==> src/rtl/fe_capture_seq.sv <==
// fe_capture_seq: capture-enable sequencer for the front-end capture datapath.
//
// After an arm edge the sequencer waits for a trigger edge, counts a programmable
// delay, then holds capture enable high for a programmable window. This repeats for
// a programmable number of segments with a holdoff between them. A FIFO stop ends
// the run early and sets a sticky overflow flag.
//
// Ports:
//   fe_clk            front-end clock, all logic synchronous to it
//   reset_i           synchronous active-high reset
//   I_arm             arm level (already synchronized)
//   I_trig            trigger level (already synchronized)
//   I_delay           trigger-to-window delay in cycles (0 = none)
//   I_window          window length in cycles (0 = open until stop/disarm)
//   I_holdoff         cycles between segments, triggers ignored
//   I_num_segments    segments per run (0 treated as 1)
//   I_fifo_stop       FIFO full / overflow-blocked
//   O_capture_enable  capture qualifier
//   O_armed           high outside IDLE and DONE
//   O_done            high while in DONE
//   O_overflow        sticky, window ended by FIFO stop
//   O_segment_count   completed segments (saturating)
//   O_state           current state encoding, debug only
module fe_capture_seq #(
  parameter int unsigned pDELAY_WIDTH   = 20,
  parameter int unsigned pWINDOW_WIDTH  = 20,
  parameter int unsigned pHOLDOFF_WIDTH = 16,
  parameter int unsigned pSEG_WIDTH     = 8
) (
  input  logic                      fe_clk,
  input  logic                      reset_i,
  input  logic                      I_arm,
  input  logic                      I_trig,
  input  logic [pDELAY_WIDTH-1:0]   I_delay,
  input  logic [pWINDOW_WIDTH-1:0]  I_window,
  input  logic [pHOLDOFF_WIDTH-1:0] I_holdoff,
  input  logic [pSEG_WIDTH-1:0]     I_num_segments,
  input  logic                      I_fifo_stop,
  output logic                      O_capture_enable,
  output logic                      O_armed,
  output logic                      O_done,
  output logic                      O_overflow,
  output logic [pSEG_WIDTH-1:0]     O_segment_count,
  output logic [2:0]                O_state
);

  // One shared counter sized for the widest of delay, window and holdoff.
  localparam int unsigned CntW0 = (pDELAY_WIDTH > pWINDOW_WIDTH) ? pDELAY_WIDTH : pWINDOW_WIDTH;
  localparam int unsigned CntW  = (CntW0 > pHOLDOFF_WIDTH) ? CntW0 : pHOLDOFF_WIDTH;

  localparam logic [CntW-1:0]       CntOne = CntW'(1);
  localparam logic [pSEG_WIDTH-1:0] SegOne = pSEG_WIDTH'(1);

  typedef enum logic [2:0] {
    StIdle     = 3'd0,
    StWaitTrig = 3'd1,
    StDelay    = 3'd2,
    StCapture  = 3'd3,
    StHoldoff  = 3'd4,
    StDone     = 3'd5
  } state_e;

  state_e state_q, state_d;

  logic arm_r, trig_r;
  logic arm_edge, trig_edge;

  logic [CntW-1:0] cnt_q, cnt_d, cnt_inc;

  // Run configuration, latched at the arm edge.
  logic [pDELAY_WIDTH-1:0]   delay_q;
  logic [pWINDOW_WIDTH-1:0]  window_q;
  logic [pHOLDOFF_WIDTH-1:0] holdoff_q;
  logic [pSEG_WIDTH-1:0]     nseg_q;
  logic                      cfg_load;

  logic [CntW-1:0] delay_ext, window_ext, holdoff_ext;

  logic [pSEG_WIDTH-1:0] seg_q, seg_d, seg_inc;
  logic                  ovf_q, ovf_d;

  logic cap_en_q, armed_q, done_q;

  assign arm_edge  = I_arm & ~arm_r;
  assign trig_edge = I_trig & ~trig_r;

  assign delay_ext   = CntW'(delay_q);
  assign window_ext  = CntW'(window_q);
  assign holdoff_ext = CntW'(holdoff_q);

  // Both counters saturate instead of wrapping.
  assign cnt_inc = (&cnt_q) ? cnt_q : cnt_q + CntOne;
  assign seg_inc = (&seg_q) ? seg_q : seg_q + SegOne;

  always_comb begin
    state_d  = state_q;
    cnt_d    = cnt_q;
    seg_d    = seg_q;
    ovf_d    = ovf_q;
    cfg_load = 1'b0;

    case (state_q)
      StIdle: begin
        if (arm_edge) begin
          state_d  = StWaitTrig;
          seg_d    = '0;
          ovf_d    = 1'b0;
          cfg_load = 1'b1;
        end
      end

      StWaitTrig: begin
        if (!I_arm) begin
          state_d = StIdle;
        end else if (trig_edge) begin
          cnt_d   = CntOne;
          state_d = (delay_q != '0) ? StDelay : StCapture;
        end
      end

      StDelay: begin
        if (!I_arm) begin
          state_d = StIdle;
        end else if (cnt_q == delay_ext) begin
          state_d = StCapture;
          cnt_d   = CntOne;
        end else begin
          cnt_d = cnt_inc;
        end
      end

      StCapture: begin
        if (!I_arm) begin
          state_d = StIdle;
        end else if (I_fifo_stop) begin
          // FIFO stop wins over a window ending in the same cycle.
          state_d = StDone;
          ovf_d   = 1'b1;
          seg_d   = seg_inc;
        end else if ((window_q != '0) && (cnt_q == window_ext)) begin
          seg_d = seg_inc;
          if (seg_inc >= nseg_q) begin
            state_d = StDone;
          end else if (holdoff_q != '0) begin
            state_d = StHoldoff;
            cnt_d   = CntOne;
          end else begin
            state_d = StWaitTrig;
          end
        end else begin
          cnt_d = cnt_inc;
        end
      end

      StHoldoff: begin
        if (!I_arm) begin
          state_d = StIdle;
        end else if (cnt_q == holdoff_ext) begin
          state_d = StWaitTrig;
        end else begin
          cnt_d = cnt_inc;
        end
      end

      StDone: begin
        if (!I_arm) begin
          state_d = StIdle;
        end
      end

      default: state_d = StIdle;
    endcase
  end

  always_ff @(posedge fe_clk) begin
    if (reset_i) begin
      state_q   <= StIdle;
      arm_r     <= 1'b0;
      trig_r    <= 1'b0;
      cnt_q     <= '0;
      delay_q   <= '0;
      window_q  <= '0;
      holdoff_q <= '0;
      nseg_q    <= '0;
      seg_q     <= '0;
      ovf_q     <= 1'b0;
      cap_en_q  <= 1'b0;
      armed_q   <= 1'b0;
      done_q    <= 1'b0;
    end else begin
      state_q <= state_d;
      arm_r   <= I_arm;
      trig_r  <= I_trig;
      cnt_q   <= cnt_d;
      seg_q   <= seg_d;
      ovf_q   <= ovf_d;
      if (cfg_load) begin
        delay_q   <= I_delay;
        window_q  <= I_window;
        holdoff_q <= I_holdoff;
        nseg_q    <= (I_num_segments == '0) ? SegOne : I_num_segments;
      end
      // Flags are decoded from the next state so they line up with state_q.
      cap_en_q <= (state_d == StCapture);
      armed_q  <= (state_d == StWaitTrig) || (state_d == StDelay) ||
                  (state_d == StCapture) || (state_d == StHoldoff);
      done_q   <= (state_d == StDone);
    end
  end

  assign O_capture_enable = cap_en_q;
  assign O_armed          = armed_q;
  assign O_done           = done_q;
  assign O_overflow       = ovf_q;
  assign O_segment_count  = seg_q;
  assign O_state          = state_q;

endmodule

==> config.mk <==
export PLATFORM = sky130hd
export DESIGN_NAME = fe_capture_seq
export DESIGN_NICKNAME = d
export VERILOG_FILES = /design/src/rtl/fe_capture_seq.sv
export SDC_FILE = /design/constraint.sdc
export NUM_CORES = 1
export LEC_CHECK = 0
export ABC_AREA = 1
export BUFFER_PORTS_ARGS = -buffer_cell sky130_fd_sc_hd__buf_4
export CORE_ASPECT_RATIO = 0.9
export CORE_UTILIZATION = 50
export DETAILED_ROUTE_END_ITERATION = 7
export PLACE_DENSITY = 0.72
export SYNTH_ARGS = -nofsm -noshare
export SYNTH_HDL_FRONTEND = slang
export SYNTH_SLANG_ARGS = --single-unit
==> constraint.sdc <==
create_clock -name fe_clk -period 4 [get_ports fe_clk]
set_input_delay 0.8 -clock fe_clk [delete_from_list [all_inputs] [get_ports fe_clk]]
set_output_delay 0.8 -clock fe_clk [all_outputs]
set_load 0.05 [all_outputs]
==> results.toml <==
[yosys]
synth_top_area_share = 0.341
synth.distinct_cells = 38
yosys-top-cells-area = "dfxtp_1 (34%), nand2_1 (13%), nor2_1 (7.3%)"
syn_area_per_cell_um2 = 6.55
postSynthCellCount = 907
yosysWarnings = 0
yosysSeqAreaShare = 0.341
dominantRegCellSynth = "dfxtp_1"
syn_nets = 986
syn-cell-area_um2 = 5940
synth_top_area_cell = "dfxtp_1"
ys_ff_latch = 101
synth_edf_count = 0
async_flop_share = 0

[worst_setup_path]
critical_path.max_fanout = 19
reg2reg_slack_ns = 0.92
cpLargestDelayFamily = "simple AND/OR/NAND/NOR gates"
setup.worst_path.class = "register to register"
end_kind = "register"
cp-start-kind = "register"
reg2reg_depth = 18
worstPathArrival_ns = 3.36
path_depth = 18
cp-endpoint = "cnt_q[4]"
path_cells = "ha_1 -> nand4_1 -> nor2_1 -> nand2_1 -> inv_1 -> nor2_1 -> nand2_1 -> xnor2_1 -> ha_1 -> a21oi_1 -> nor2_1 -> nor3_1 -> nand3_1 -> nand3_2 -> nand2_4 -> nor2_4 -> nand3_1 -> a21oi_1"
worst-path-buf-inv = 1
max_stage_delay_ns = 0.41
rr_endpoint = "cnt_q[4]"
rr_startpoint = "O_segment_count[0]"
crit_start = "O_segment_count[0]"
critical-path-slowest-cell = "dfxtp_1"
crit_required_ns = 4.28
cpMostUsedCell = "nor2_1"

[timing]
slew_headroom = 0.529
fin_ws_ns = 0.924
final-hold-violation-count = 0
finalClockSkew_ns = 0.0119
fin_tns_setup_ns = 0
holdWs_ns = 0.462
fin_crit_sh = 0.769
drv_slew = 0
setup_viol = 0
worst_slew_pin_slew_ns = 0.705
fmax_mhz = 325
fin_crit_ns = 3.08
rsz0062_at_grt = "no"

[worst_hold_path]
hold_path.class = "register to register"

[cts]
clkTransAtPathRegs_ns = 0.07
cts_buffers = 9
cts-resized-gates = 0
clock-root-buffer = "clkbuf_16"
clk_path_buf_depth = 2
holdBufCountCts = 0
postCtsSetupBuffers = 0
cts.htree.levels = 3
clock_sinks = 101
cts_tree = "built"
clock_latency_ns = 0.35

[route]
drt_iter0_drc = 478
final_antenna_net_count = 0
drc = 0
wl_um = 16200
drt-pass1-iter-count = 5
routedWlPerCell_um = 14.4
via_per_inst = 5.27
num_vias = 5943

[power_and_ir_drop]
ir_worst_vdd_v = 0.000222
leakage_nw = 3.09
power.density_nw_per_um2 = 348

[final_layout]
diodes = 0
syn2layout_area_growth_pct = 15.4
final_cell_area_um2 = 6850
fin_nets = 1045
utilization = 0.597
fillCellCount = 1186
drive_gt1_frac = 0.143

[grt]
grt_usage = 0.276
grt_antenna_before_repair = 0
grt_pass1_wl_um = 26300
grt_max_degree = 56
grt_pass1_vias = 5180
grt_overflow = 0

[run]
cap_violations = 0

[placed_design]
place.gp.congestion = 0.987
preCtsSetupSlack_ns = 1.02
io_buffers = 83
place_area_um2 = 6570
hpwl_um = 12000

[floorplanning]
die_w_um = 117
die_area_um2 = 12300
rows = 37
initial_core_util = 0.517
die_h_um = 105
pin_count = 84
core-area_um2 = 11500

[status]
status = "completed"
==> report_power, final <==
part           total, mW  internal, mW  switching [mW]
Sequential          1.12          1.07          0.0482
Combinational      0.401         0.159           0.242
Clock              0.870         0.485           0.385
Total               2.39          1.71           0.675
==> registers in the layout, summed over array words and instances (netlist names) <==
register          flops
O_armed               1
O_capture_enable      1
O_done                1
O_overflow            1
O_segment_count       8
O_state               3
arm_r                 1
cnt_q                20
delay_ext            20
holdoff_q            16
nseg_q                8
trig_r                1
window_ext           20
==> cell usage in the layout (no fill, tap or decap), drive strengths merged <==
cell    netlist  layout
nor3         21      21
xnor2        15      15
clkinv        3       6
and2          1       1
clkbuf       20      12
xor2         18      18
dfxtp       101     101
nand2       211     211
nand4        30      30
nor4          5       5
a41oi         1       1
inv         106     106
bufinv        0       1
buf          19      87
and3          1       1
a31o          1       1
ha           10      10
nor3b         1       1
nand3        49      49
a21oi        86      86
nor2        121     121
o21ai        86      86
or2           1       1
==> per-stage QoR <==
step / total power [mW] / instances
final: 2.39 / 1127
after global routing: 2.50 / 1127
after CTS: 2.40 / 1127
after detailed placement: 1.54 / 1111
after global placement: 1.53 / 1111
after floorplan: 1.40 / 907
==> area by class of cell <==
cell class                 count  area [µm²]  area share
clock buffer                  12         236      0.0345
sequential                   101        2020       0.295
inverter                     109         415      0.0606
multi-input combinational    658        3280       0.479
timing repair buffer          87         653      0.0953
tap                          156         195      0.0285
clock inverter                 4        48.8     0.00712
==> metal layers <==
layer	global-route usage	vias to the layer above	share of wire
met3	0.0569	30	0.074
met2	0.390	208	0.42
met1	0.410	2648	0.48
li1	-	3057	-
met5	0	-	0
met4	0.100	0	0.026
==> cells in the mapped netlist (3+ instances only) <==
master,number
xor2_1,18
a21oi_1,83
buf_4,6
nand3_2,4
nor2_2,4
dfxtp_1,101
nand2_4,4
nor2_1,115
nor3_4,3
clkbuf_1,20
nor4_1,5
buf_6,5
inv_2,9
xnor2_1,15
buf_2,8
o21ai_0,83
ha_1,10
inv_1,95
nand2_1,205
nand3_1,44
nand4_1,30
nor3_1,18
==> how the worst min path moves through the flow <==
stage / start / to / slack, ns / cells past startpoint
3_3_place_gp: nseg_q[6] / nseg_q[6] / 0.46 / 2
6_report: nseg_q[6] / nseg_q[6] / 0.46 / 2
2_1_floorplan: nseg_q[4] / nseg_q[4] / 0.43 / 2
5_1_grt: nseg_q[6] / nseg_q[6] / 0.50 / 2
4_1_cts: nseg_q[6] / nseg_q[6] / 0.47 / 2
3_5_place_dp: nseg_q[6] / nseg_q[6] / 0.46 / 2
==> worst reg2reg max path, delay by kind of cell, from the launching register on <==
family | cells | cell delay [ns]
buf+inv | 1 | 0.13
simple gates | 12 | 1.73
compound gates | 2 | 0.25
flops | 1 | 0.41
fa+ha+maj | 2 | 0.41
xor+xnor | 1 | 0.08
==> kinds of logic (layout without fill, tap and decap cells) <==
logic type,count (synthesis),in the layout,share of synthesized area
flip-flops,101,101,0.341
AO/OA/AOI/OAI,174,174,0.152
buffers and inverters,148,212,0.106
AND/OR/NAND/NOR,441,441,0.332
XOR/XNOR,33,33,0.0487
adder cells (fa/ha/maj),10,10,0.0211
(Power assumes the default switching activity.)
